===== config.mk =====
export PLATFORM = sky130hd
export DESIGN_NAME = spi_flash_reader
export DESIGN_NICKNAME = d
export VERILOG_FILES = /design/src/rtl/flash_spi_pkg.sv /design/src/rtl/spi_byte_engine.sv /design/src/rtl/spi_flash_reader.sv
export SDC_FILE = /design/constraint.sdc
export NUM_CORES = 1
export LEC_CHECK = 0
export BUFFER_PORTS_ARGS = -buffer_cell sky130_fd_sc_hd__buf_2
export CORE_MARGIN = 10
export CORE_UTILIZATION = 40
export CTS_CLUSTER_SIZE = 8
export DETAILED_ROUTE_END_ITERATION = 8
export GPL_TIMING_DRIVEN = 1
export PLACE_DENSITY = 0.66
export SLEW_MARGIN = 10
export SYNTH_ARGS = -nofsm -noshare
export SYNTH_HDL_FRONTEND = slang
export SYNTH_SLANG_ARGS = --single-unit

===== constraint.sdc =====
create_clock -name CLK -period 7.4 [get_ports CLK]
set_input_delay 1.48 -clock CLK [delete_from_list [all_inputs] [get_ports CLK]]
set_output_delay 1.48 -clock CLK [all_outputs]
set_load 0.02 [all_outputs]

===== src/rtl/flash_spi_pkg.sv =====
// Shared constants and state encoding for the on-chip SPI flash reader.
package flash_spi_pkg;

    localparam logic [7:0] FLASH_CMD_READ = 8'h03;
    localparam int         CMD_BITS       = 8;
    localparam int         ADDR_BITS      = 24;
    localparam int         ADDR_BYTES     = ADDR_BITS / 8;

    typedef enum logic [2:0] {
        ST_IDLE,
        ST_CMD,
        ST_ADDR,
        ST_DATA,
        ST_STALL,
        ST_FINISH
    } state_t;

endpackage


===== src/rtl/spi_byte_engine.sv =====
// SCK divider plus 8-bit MSB-first shifter, SPI mode 0; one byte per start.
// A start on the byte_done cycle chains the next byte with no gap on SCK.
module spi_byte_engine #(
    parameter int CLK_DIV = 2
) (
    input  logic       clk,
    input  logic       rst,
    input  logic       start,
    input  logic [7:0] tx_byte,
    input  logic       miso,
    output logic       sck,
    output logic       mosi,
    output logic       byte_done,
    output logic [7:0] rx_byte
);

    localparam int DIV_W = (CLK_DIV > 1) ? $clog2(CLK_DIV) : 1;

    logic             active_q, active_d;
    logic             sck_q, sck_d;
    logic             mosi_q, mosi_d;
    logic [DIV_W-1:0] div_q, div_d;
    logic [2:0]       bit_q, bit_d;
    logic [7:0]       sh_q, sh_d;
    logic             tick;

    always_ff @(posedge clk or posedge rst) begin
        if (rst) begin
            active_q <= 1'b0;
            sck_q    <= 1'b0;
            mosi_q   <= 1'b0;
            div_q    <= '0;
            bit_q    <= 3'd0;
            sh_q     <= 8'h00;
        end else begin
            active_q <= active_d;
            sck_q    <= sck_d;
            mosi_q   <= mosi_d;
            div_q    <= div_d;
            bit_q    <= bit_d;
            sh_q     <= sh_d;
        end
    end

    always_comb begin
        active_d  = active_q;
        sck_d     = sck_q;
        mosi_d    = mosi_q;
        div_d     = div_q;
        bit_d     = bit_q;
        sh_d      = sh_q;
        tick      = (div_q == DIV_W'(CLK_DIV - 1));
        byte_done = active_q && sck_q && tick && (bit_q == 3'd0);

        if (active_q) begin
            if (tick) begin
                div_d = '0;
                if (!sck_q) begin
                    // Rising edge: sample MISO; the shifter fills with rx as tx drains
                    sck_d = 1'b1;
                    sh_d  = {sh_q[6:0], miso};
                end else begin
                    sck_d = 1'b0;
                    if (bit_q == 3'd0) begin
                        active_d = 1'b0;
                        mosi_d   = 1'b0;
                    end else begin
                        bit_d  = bit_q - 3'd1;
                        mosi_d = sh_q[7];
                    end
                end
            end else begin
                div_d = div_q + DIV_W'(1);
            end
        end

        if (start && (!active_q || byte_done)) begin
            active_d = 1'b1;
            sh_d     = tx_byte;
            mosi_d   = tx_byte[7];
            sck_d    = 1'b0;
            div_d    = '0;
            bit_d    = 3'd7;
        end
    end

    assign sck     = sck_q;
    assign mosi    = mosi_q;
    assign rx_byte = sh_q;

endmodule


===== src/rtl/spi_flash_reader.sv =====
// Autonomous 25-series flash reader: READ 0x03 + 24-bit address, then LEN bytes out.
// A full output register stalls SCK low with CS held; the pending byte waits in the shifter.
module spi_flash_reader
    import flash_spi_pkg::*;
#(
    parameter int CLK_DIV = 2,
    parameter int LEN_W   = 16,
    parameter int CS_HOLD = 4
) (
    input  logic             CLK,
    input  logic             RESET,
    input  logic             START,
    input  logic [23:0]      ADDR,
    input  logic [LEN_W-1:0] LEN,
    output logic             BUSY,
    output logic             DONE,
    output logic [7:0]       DATA,
    output logic             DATA_VALID,
    input  logic             DATA_READY,
    output logic             FLASH_CS_n,
    output logic             FLASH_CLK,
    output logic             FLASH_DI,
    input  logic             FLASH_DO
);

    localparam int HOLD_W = $clog2(CS_HOLD + 1);

    state_t            state_q, state_d;
    logic [LEN_W-1:0]  cnt_q, cnt_d;
    logic [23:0]       addr_q, addr_d;
    logic [1:0]        abyte_q, abyte_d;
    logic [HOLD_W-1:0] hold_q, hold_d;
    logic              done_q, done_d;
    logic              cs_n_q, cs_n_d;
    logic [7:0]        data_q, data_d;
    logic              valid_q, valid_d;

    logic              eng_start;
    logic [7:0]        eng_tx;
    logic              eng_done;
    logic [7:0]        eng_rx;
    logic              out_free;
    logic              load_byte;

    spi_byte_engine #(
        .CLK_DIV (CLK_DIV)
    ) u_engine (
        .clk       (CLK),
        .rst       (RESET),
        .start     (eng_start),
        .tx_byte   (eng_tx),
        .miso      (FLASH_DO),
        .sck       (FLASH_CLK),
        .mosi      (FLASH_DI),
        .byte_done (eng_done),
        .rx_byte   (eng_rx)
    );

    always_ff @(posedge CLK or posedge RESET) begin
        if (RESET) begin
            state_q <= ST_IDLE;
            cnt_q   <= '0;
            addr_q  <= 24'h000000;
            abyte_q <= 2'd0;
            hold_q  <= '0;
            done_q  <= 1'b0;
            cs_n_q  <= 1'b1;
            data_q  <= 8'h00;
            valid_q <= 1'b0;
        end else begin
            state_q <= state_d;
            cnt_q   <= cnt_d;
            addr_q  <= addr_d;
            abyte_q <= abyte_d;
            hold_q  <= hold_d;
            done_q  <= done_d;
            cs_n_q  <= cs_n_d;
            data_q  <= data_d;
            valid_q <= valid_d;
        end
    end

    always_comb begin
        state_d   = state_q;
        cnt_d     = cnt_q;
        addr_d    = addr_q;
        abyte_d   = abyte_q;
        hold_d    = hold_q;
        done_d    = 1'b0;
        cs_n_d    = cs_n_q;
        eng_start = 1'b0;
        eng_tx    = 8'h00;
        load_byte = 1'b0;
        out_free  = !valid_q || DATA_READY;

        case (state_q)
            ST_IDLE: begin
                if (START) begin
                    if (LEN == '0) begin
                        done_d = 1'b1;
                    end else begin
                        cnt_d     = LEN;
                        addr_d    = ADDR;
                        cs_n_d    = 1'b0;
                        eng_start = 1'b1;
                        eng_tx    = FLASH_CMD_READ;
                        state_d   = ST_CMD;
                    end
                end
            end
            ST_CMD: begin
                if (eng_done) begin
                    eng_start = 1'b1;
                    eng_tx    = addr_q[23:16];
                    addr_d    = {addr_q[15:0], 8'h00};
                    abyte_d   = 2'd0;
                    state_d   = ST_ADDR;
                end
            end
            ST_ADDR: begin
                if (eng_done) begin
                    eng_start = 1'b1;
                    if (abyte_q == 2'(ADDR_BYTES - 1)) begin
                        state_d = ST_DATA;
                    end else begin
                        eng_tx  = addr_q[23:16];
                        addr_d  = {addr_q[15:0], 8'h00};
                        abyte_d = abyte_q + 2'd1;
                    end
                end
            end
            ST_DATA, ST_STALL: begin
                if (state_q == ST_STALL || eng_done) begin
                    if (out_free) begin
                        load_byte = 1'b1;
                        cnt_d     = cnt_q - LEN_W'(1);
                        if (cnt_q == LEN_W'(1)) begin
                            cs_n_d  = 1'b1;
                            hold_d  = '0;
                            state_d = ST_FINISH;
                        end else begin
                            eng_start = 1'b1;
                            state_d   = ST_DATA;
                        end
                    end else begin
                        state_d = ST_STALL;
                    end
                end
            end
            ST_FINISH: begin
                if (hold_q == HOLD_W'(CS_HOLD - 1)) begin
                    done_d  = 1'b1;
                    state_d = ST_IDLE;
                end else begin
                    hold_d = hold_q + HOLD_W'(1);
                end
            end
            default: state_d = ST_IDLE;
        endcase

        // Output register drains independently of the sequencer state
        data_d  = data_q;
        valid_d = valid_q;
        if (load_byte) begin
            data_d  = eng_rx;
            valid_d = 1'b1;
        end else if (valid_q && DATA_READY) begin
            valid_d = 1'b0;
        end
    end

    assign BUSY       = (state_q != ST_IDLE);
    assign DONE       = done_q;
    assign DATA       = data_q;
    assign DATA_VALID = valid_q;
    assign FLASH_CS_n = cs_n_q;

endmodule


==> results of run 1 <==
## critical path, cell delays in order
cell and delay (ns):
buf_2 0.11, or4_1 0.60, o41a_1 0.47, o22ai_2 0.68, a211oi_1 0.13, a311o_1 0.35
## logic make-up after synthesis
kind of cell	count (synthesis)	share of synthesized area
mux	28	0.0754
simple gates	130	0.168
flops	74	0.477
fa+ha+maj	7	0.0225
buf+inv	29	0.0319
compound gates	127	0.218
xor+xnor	3	0.00676
## cell type report
class	instances	area, um2	area share
Tap cell	129	161	0.0359
Inverter	10	37.5	0.00834
Clock inverter	7	83.8	0.0186
Sequential cell	74	1850	0.412
Clock buffer	9	124	0.0275
Multi-Input combinational cell	295	1920	0.427
Timing Repair Buffer	62	320	0.0712
## power breakdown
part	total [uW]	internal (uW)	switching, uW
logic	555	242	313
clock network	331	162	169
registers	719	569	149
## cell usage in the layout (no fill, tap or decap), types with 3 or more instances in the layout
master / count
a31oi_1: 3
or3_1: 4
o31a_1: 3
a22oi_1: 7
nand2_1: 38
inv_6: 3
nand2b_1: 5
nand3_1: 9
a2bb2oi_1: 4
mux2i_1: 18
nor3_1: 9
clkbuf_8: 9
ha_1: 7
nand4_1: 6
a22o_1: 11
and3_1: 3
or2_2: 3
buf_4: 4
buf_2: 58
a21oi_2: 4
nor4_1: 4
o21ai_0: 50
nor2_1: 31
inv_1: 9
a21oi_1: 25
mux2_2: 10
dfrtp_1: 73
nor2b_1: 4
## metal layers
metal	vias to the layer above	global-route usage	share of wire
met4	0	0.0489	0.017
met1	1565	0.171	0.46
met5	-	0	0
li1	1578	-	-
met2	112	0.202	0.45
met3	15	0.0557	0.072
## final timing paths
kind	endpoint	slack [ns]
max	u_engine.rx_byte[0]	3.82
min	addr_q[11]	0.48
max reg2reg	u_engine.rx_byte[0]	4.73
min reg2reg	addr_q[11]	0.48
max in group asynchronous	abyte_q[1]	5.41
min in group asynchronous	u_engine.bit_q[1]	1.40
## metrics by stage
step / setup WS [ns] / area, um2
3_5_place_dp: 3.45 / 4290
6_report: 3.82 / 4500
3_3_place_gp: 3.50 / 4290
2_1_floorplan: 4.04 / 3880
4_1_cts: 3.83 / 4500
5_1_grt: 3.70 / 4500
## registers in the layout, indices dropped and copies added (netlist names)
signal / count
DATA: 8
DATA_VALID: 1
DONE: 1
FLASH_CS_n: 1
abyte_q: 2
addr_q: 24
cnt_q: 16
hold_q: 3
state_q: 3
u_engine.active_q: 1
u_engine.bit_q: 3
u_engine.div_q: 1
u_engine.mosi: 1
u_engine.rx_byte: 8
u_engine.sck: 1
==> flow_metrics.env, run 1 <==
export IMPL_die_h_um=119
export IMPL_grt_max_degree=75
export IMPL_coreArea_um2=9330
export IMPL_hpwl_um=6940
export IMPL_syn2layout_area_growth_pct=15.8
export IMPL_grt_overflow=0
export IMPL_yosys_area_top_type="dfrtp_1"
export IMPL_cts_sink_count=74
export IMPL_holdCritStartpoint="addr_q[11]"
export IMPL_r2r_start="state_q[1]"
export IMPL_drt_first_pass_iters=5
export IMPL_dpl_cell_count=570
export IMPL_setup_viol=0
export IMPL_whs_path_depth=2
export IMPL_finalClockSkew_ns=0.0106
export IMPL_netlist_instances=398
export IMPL_ant_nets=0
export IMPL_die_width_um=119
export IMPL_synth_distinct_cells=56
export IMPL_synth_nets=450
export IMPL_slew_headroom=0.218
export IMPL_p_per_area_nw_per_um2=357
export IMPL_min_period_ns=3.58
export IMPL_io_pins=59
export IMPL_cts_hold_buf=0
export IMPL_syn_area_per_cell_um2=9.76
export IMPL_antenna_cells=0
export IMPL_grt_pass1_wl_um=15900
export IMPL_nNetsFinal=504
export IMPL_cts_root_buffer="clkbuf_8"
export IMPL_status="complete, no violations"
export IMPL_crit_start="LEN[0]"
export IMPL_ys_seq_area_frac=0.477
export IMPL_cts_setup_buffers=0
export IMPL_htree_levels=3
export IMPL_synth_edf_count=0
export IMPL_cp_end_kind="flip-flop"
export IMPL_netlist_area_um2=3880
export IMPL_wirelength_um=9330
export IMPL_yosysWarnings=0
export IMPL_rows=35
export IMPL_finalMaxSlewViolations=0
export IMPL_num_vias=3270
export IMPL_synth_ff_type="dfrtp_1"
export IMPL_p_leak_uw=0.00200
export IMPL_crit_type="in2reg"
export IMPL_clock_latency_ns=0.36
export IMPL_track_usage=0.135
export IMPL_grt_pass1_vias=3247
export IMPL_final_cells=586
export IMPL_port_buffers=58
export IMPL_hold_slack_ns=0.485
export IMPL_netlist_area_leader_share=0.470
export IMPL_peakVddDrop_uv=176
export IMPL_critPathMaxFanout=25
export IMPL_hold_viol_final=0
export IMPL_drive_gt1_frac=0.234
export IMPL_holdCritPathClass="reg2reg"
export IMPL_async_flop_share=1.00
export IMPL_clk_path_buf_depth=2
export IMPL_wire_per_inst_um=15.9
export IMPL_antenna_found_initial=0
export IMPL_synth_area_leaders="dfrtp_1 (47%), o21ai_0 (6.4%), mux2i_1 (4.6%)"
export IMPL_final_setup_tns_ns=0
export IMPL_drc=0
export IMPL_finalCritPeriodShare=0.484
export IMPL_viasPerCell=5.58
export IMPL_clk_pin_slew_ns=0.09
export IMPL_cts_tree="yes"
export IMPL_rsz0062_at_grt="no"
export IMPL_r2r_cells=6
export IMPL_timing_fmax_ghz=0.279
export IMPL_crit_arrival_ns=3.83
export IMPL_drv_cap=0
export IMPL_initial_core_util=0.416
export IMPL_dieArea_um2=14100
export IMPL_drtIter0Drc=266
export IMPL_yosys_top_cells_count="dfrtp_1 (73), o21ai_0 (50), nand2_1 (38)"
export IMPL_fill_cells=893
export IMPL_required_ns=7.65
export IMPL_worstMarginPinSlew_ns=1.17
export IMPL_total_power_uw=1600
export IMPL_ys_ff_latch=74
export IMPL_startpoint_type="input pin"
export IMPL_synth_most_common_cell="dfrtp_1"
export IMPL_numCtsBuffers=9
export IMPL_gp_congestion=0.869
export IMPL_cts_resized=0
export IMPL_fin_util=0.482
Power figures use the tool's default switching activity.
==> inputs of run 2 (changes only) <==
--- a/config.mk
+++ b/config.mk
@@ -5,6 +5,7 @@
 export SDC_FILE = /design/constraint.sdc
 export NUM_CORES = 1
 export LEC_CHECK = 0
+export ABC_AREA = 1
 export BUFFER_PORTS_ARGS = -buffer_cell sky130_fd_sc_hd__buf_2
 export CORE_MARGIN = 10
 export CORE_UTILIZATION = 40
==> constraint.sdc (replaced) <==
create_clock -name CLK -period 3.7 [get_ports CLK]
set_input_delay 0.74 -clock CLK [delete_from_list [all_inputs] [get_ports CLK]]
set_output_delay 0.74 -clock CLK [all_outputs]
set_load 0.02 [all_outputs]
==> flow_metrics.env, run 2 <==
export IMPL_netlist_area_leader_share=0.447
export IMPL_synth_nets=607
export IMPL_crit_type="reg2reg"
export IMPL_die_h_um=121
export IMPL_startpoint_type="flip-flop"
export IMPL_syn_area_per_cell_um2=7.37
export IMPL_grt_overflow=0
export IMPL_nNetsFinal=664
export IMPL_clk_path_buf_depth=2
export IMPL_netlist_instances=555
export IMPL_min_period_ns=2.55
export IMPL_drc=0
export IMPL_cts_resized=0
export IMPL_dieArea_um2=14700
export IMPL_ys_ff_latch=74
export IMPL_status="complete, no violations"
export IMPL_grt_pass1_vias=3550
export IMPL_yosys_top_cells_count="nand2_1 (175), dfrtp_1 (73), inv_1 (60)"
export IMPL_hold_viol_final=0
export IMPL_htree_levels=3
export IMPL_synth_ff_type="dfrtp_1"
export IMPL_synth_distinct_cells=36
export IMPL_required_ns=3.97
export IMPL_antenna_cells=0
export IMPL_ys_seq_area_frac=0.453
export IMPL_drive_gt1_frac=0.183
export IMPL_num_vias=3593
export IMPL_total_power_uw=3760
export IMPL_yosys_area_top_type="dfrtp_1"
export IMPL_final_cell_mix="nand2_1 (175), dfrtp_1 (73), inv_1 (59)"
export IMPL_hpwl_um=7220
export IMPL_p_per_area_nw_per_um2=808
export IMPL_synth_area_leaders="dfrtp_1 (45%), nand2_1 (16%), o21ai_0 (6.5%)"
export IMPL_rows=36
export IMPL_drtIter0Drc=214
export IMPL_cts_tree="yes"
export IMPL_syn2layout_area_growth_pct=13.7
export IMPL_p_leak_uw=0.00238
export IMPL_holdCritPathClass="in2async"
export IMPL_reg_top3="addr_q: 24 flops, cnt_q: 16 flops"
export IMPL_largest_reg_flops=24
export IMPL_finalCritPeriodShare=0.688
export IMPL_critPathMaxFanout=19
export IMPL_top_layer_used="met4"
export IMPL_synth_edf_count=0
export IMPL_viasPerCell=4.79
export IMPL_wire_per_inst_um=12.9
export IMPL_cts_hold_buf=0
export IMPL_initial_core_util=0.414
export IMPL_track_usage=0.138
export IMPL_finalClockSkew_ns=0.0117
export IMPL_grt_max_degree=35
export IMPL_io_pins=59
export IMPL_finalMaxSlewViolations=0
export IMPL_grt_pass1_wl_um=16700
export IMPL_setup_viol=0
export IMPL_drv_cap=0
export IMPL_gp_congestion=0.816
export IMPL_antenna_found_initial=0
export IMPL_final_setup_tns_ns=0
export IMPL_clk_pin_slew_ns=0.08
export IMPL_route_met3_wl_um=520
export IMPL_port_buffers=58
export IMPL_rsz0062_at_grt="no"
export IMPL_worstMarginPinSlew_ns=0.714
export IMPL_wl_met2_um=4150
export IMPL_ant_nets=0
export IMPL_synth_most_common_cell="nand2_1"
export IMPL_timing_fmax_ghz=0.393
export IMPL_yosysWarnings=0
export IMPL_largest_register="addr_q"
export IMPL_drt_first_pass_iters=5
export IMPL_clock_latency_ns=0.36
export IMPL_slew_headroom=0.523
export IMPL_coreArea_um2=9860
export IMPL_numCtsBuffers=9
export IMPL_die_width_um=121
export IMPL_async_flop_share=1.00
export IMPL_cts_setup_buffers=0
export IMPL_cp_end_kind="flip-flop"
export IMPL_cts_sink_count=74
export IMPL_cts_root_buffer="clkbuf_8"
export IMPL_peakVddDrop_uv=272
export IMPL_netlist_area_um2=4090
export IMPL_crit_arrival_ns=2.81
export IMPL_wirelength_um=9700
export IMPL_met1_length_um=4860
export IMPL_final_common_cell="nand2_1"
## run 2: cell count changes after synthesis, moves of 10 or more
cell	change
nand2_1	+137
a21oi_1	-26
nand3_1	+35
inv_1	+50
a22o_1	-11
o21ai_1	+25
mux2_2	-10
nor2_1	+14
mux2i_1	-18
## run 2: worst max-delay path, stage by stage (launching register included)
cell and delay [ns]:
dfrtp_1 0.38, inv_1 0.09, ha_1 0.15, nand2_1 0.08, nor2_2 0.22, inv_1 0.09
nand2_1 0.09, o21ai_1 0.25, nor2_1 0.60, buf_4 0.33, nand2_1 0.08, o21ai_0 0.10
## run 2: path summary, 6_finish.rpt
path                            cells after the start  slack, ns         startpoint             to
worst max-delay path                               11       1.15  u_engine.bit_q[0]     addr_q[19]
worst max register to register                     11       1.15  u_engine.bit_q[0]     addr_q[19]
min in group CLK                                    2       0.47            DATA[1]        DATA[1]
worst min-delay path                                2       0.43              RESET  u_engine.mosi
worst min register to register                      2       0.47            DATA[1]        DATA[1]
max in group asynchronous                           3       2.41              RESET     FLASH_CS_n
## run 2: kinds of logic after synthesis
logic type                 share of synthesized area
AOI/OAI and AO/OA                              0.124
xor gates and xnor gates                     0.00429
adders and majority gates                     0.0214
buffers and inverters                         0.0857
DFF                                            0.453
and+or+nand+nor                                0.311
## run 2: metal layers
metal  GRT usage  vias up
met5           0        -
met4      0.0611        0
met3      0.0298       14
met2       0.206       81
met1       0.188     1618
li1            -     1880
## run 2: final cells by class
| type | instances | area, um2 |
|---|---|---|
| Fill cell | 1008 | 5220 |
| Multi-Input combinational cell | 397 | 1880 |
| Sequential cell | 74 | 1850 |
| Timing Repair Buffer | 61 | 313 |
| Inverter | 69 | 259 |
| Tap cell | 133 | 166 |
| Clock buffer | 12 | 145 |
| Clock inverter | 4 | 27.5 |
## run 2: metrics by stage
| step | instances | utilization | area, um2 | hold slack, ns | setup slack, ns |
|---|---|---|---|---|---|
| detailed placement | 734 | 0.454 | 4480 | 0.456 | 1.09 |
| global route | 750 | 0.471 | 4650 | 0.480 | 0.843 |
| floorplan | 555 | - | 4090 | 0.445 | 1.08 |
| finish | 750 | 0.471 | 4650 | 0.430 | 1.15 |
| global placement | 734 | 0.454 | 4480 | 0.453 | 1.14 |
| CTS | 750 | 0.471 | 4650 | 0.449 | 1.14 |
## run 2: power breakdown
part	internal [uW]	switching, uW	total, uW
combinational	590	1250	1840
sequential	1150	208	1350
clock	261	306	566
total	2000	1760	3760
==> inputs of run 3 (changes only) <==
--- a/config.mk
+++ b/config.mk
@@ -5,7 +5,7 @@
 export SDC_FILE = /design/constraint.sdc
 export NUM_CORES = 1
 export LEC_CHECK = 0
-export ABC_AREA = 1
+export ABC_AREA = 0
 export BUFFER_PORTS_ARGS = -buffer_cell sky130_fd_sc_hd__buf_2
 export CORE_MARGIN = 10
 export CORE_UTILIZATION = 40
==> constraint.sdc (replaced) <==
create_clock -name CLK -period 2.4 [get_ports CLK]
set_input_delay 0.48 -clock CLK [delete_from_list [all_inputs] [get_ports CLK]]
set_output_delay 0.48 -clock CLK [all_outputs]
set_load 0.02 [all_outputs]
==> flow_metrics.env, run 3 (synthesized netlist as in run 1, its figures left out) <==
export IMPL_die_h_um=119
export IMPL_hpwl_um=7420
export IMPL_drv_cap=0
export IMPL_rrSetupSlack_ns=0.15
export IMPL_grt_max_degree=41
export IMPL_clk_path_buf_depth=2
export IMPL_required_ns=2.66
export IMPL_startpoint_type="flip-flop"
export IMPL_syn2layout_area_growth_pct=24.2
export IMPL_viasPerCell=5.40
export IMPL_hold_viol_final=0
export IMPL_grt_pass1_vias=3380
export IMPL_antenna_found_initial=0
export IMPL_die_width_um=119
export IMPL_drive_gt1_frac=0.289
export IMPL_rsz0062_at_grt="no"
export IMPL_finalMaxSlewViolations=0
export IMPL_track_usage=0.137
export IMPL_final_cell_mix="dfrtp_1 (73), buf_2 (58), o21ai_0 (50)"
export IMPL_io_pins=59
export IMPL_worstMarginPinSlew_ns=0.700
export IMPL_cts_root_buffer="clkbuf_8"
export IMPL_p_leak_uw=0.00219
export IMPL_setup_viol=0
export IMPL_grt_overflow=0
export IMPL_gp_congestion=0.941
export IMPL_pre_cts_ws_ns=-0.0742
export IMPL_status="complete, no violations"
export IMPL_power_internal_uw=3230
export IMPL_drc=0
export IMPL_sw_frac_of_total=0.375
export IMPL_peakVddDrop_uv=466
export IMPL_cts_sink_count=74
export IMPL_critPathMaxFanout=11
export IMPL_crit_type="reg2reg"
export IMPL_finalClockSkew_ns=0.00992
export IMPL_cts_setup_buffers=0
export IMPL_final_common_cell="dfrtp_1"
export IMPL_p_per_area_nw_per_um2=1070
export IMPL_crit_arrival_ns=2.51
export IMPL_largest_reg_flops=24
export IMPL_drtIter0Drc=187
export IMPL_place_area_um2=4570
export IMPL_wirelength_um=9680
export IMPL_cts_tree="yes"
export IMPL_finalCritPeriodShare=0.937
export IMPL_wire_per_inst_um=15.6
export IMPL_num_vias=3346
export IMPL_switchingPower_uw=1940
export IMPL_port_buffers=58
export IMPL_initial_core_util=0.416
export IMPL_htree_levels=3
export IMPL_holdCritPathClass="in2async"
export IMPL_cts_hold_buf=0
export IMPL_design_area_um2=4830
export IMPL_largest_register="addr_q"
export IMPL_combinationalPowerShare=0.360
export IMPL_total_power_uw=5170
export IMPL_rows=35
export IMPL_ant_nets=0
export IMPL_cts_resized=0
export IMPL_coreArea_um2=9330
export IMPL_power_share_clock=0.216
export IMPL_slew_headroom=0.529
export IMPL_min_period_ns=2.25
export IMPL_seqPwrFrac=0.423
export IMPL_timing_fmax_ghz=0.445
export IMPL_nNetsFinal=538
export IMPL_antenna_cells=0
export IMPL_grt_pass1_wl_um=16200
export IMPL_reg_top3="addr_q: 24 flops, cnt_q: 16 flops"
export IMPL_clock_latency_ns=0.35
export IMPL_clk_pin_slew_ns=0.08
export IMPL_drt_first_pass_iters=5
export IMPL_r2r_cells=8
export IMPL_worst_slack_ns=0.151
export IMPL_numCtsBuffers=9
export IMPL_cp_end_kind="flip-flop"
export IMPL_dieArea_um2=14100
run 3: power groups by stage:
stage | Clock (uW) | Sequential, uW | Combinational [uW]
global placement | 0 | 2180 | 1820
finish | 1120 | 2190 | 1860
floorplan | 0 | 2190 | 1240
detailed placement | 0 | 2210 | 1860
global route | 1220 | 2260 | 2100
CTS | 1150 | 2180 | 1870
run 3: routing by layer:
layer	GRT usage	share of wire
met2	0.217	0.46
met3	0.0371	0.064
met4	0.0588	0.022
met5	0	0
met1	0.171	0.46
run 3: path summary, 6_finish.rpt:
check / startpoint / to
setup / recovery: abyte_q[0] / u_engine.rx_byte[6]
hold / removal: RESET / addr_q[0]
setup reg to reg: abyte_q[0] / u_engine.rx_byte[6]
hold reg to reg: addr_q[16] / addr_q[16]
max in group asynchronous: RESET / FLASH_CS_n
min in group CLK: ADDR[5] / addr_q[5]
run 3: final cells by class:
| cell class | count | area, um2 |
|---|---|---|
| fill | 891 | 4500 |
| multi-input combinational | 295 | 1940 |
| sequential | 74 | 1850 |
| timing repair buffer | 96 | 601 |
| tap | 129 | 161 |
| clock buffer | 10 | 138 |
| clock inverter | 6 | 97.6 |
| inverter | 10 | 37.5 |
run 3: critical path, stage by stage (launching register included):
cell and delay (ns):
dfrtp_1 0.33, inv_1 0.06, ha_1 0.22, or3b_2 0.48, a2111oi_4 0.42, buf_4 0.25, nand2_1 0.07, o311a_1 0.13
a211oi_1 0.20
run 3: metrics by stage:
step / setup TNS, ns / hold WS, ns / cells / utilization
6_report: 0 / 0.181 / 620 / 0.517
5_1_grt: 0 / 0.208 / 620 / 0.517
4_1_cts: 0 / 0.193 / 620 / 0.515
3_5_place_dp: -0.823 / 0.471 / 604 / 0.490
3_3_place_gp: -0.00698 / 0.461 / 604 / 0.490
2_1_floorplan: 0 / 0.449 / 398 / -
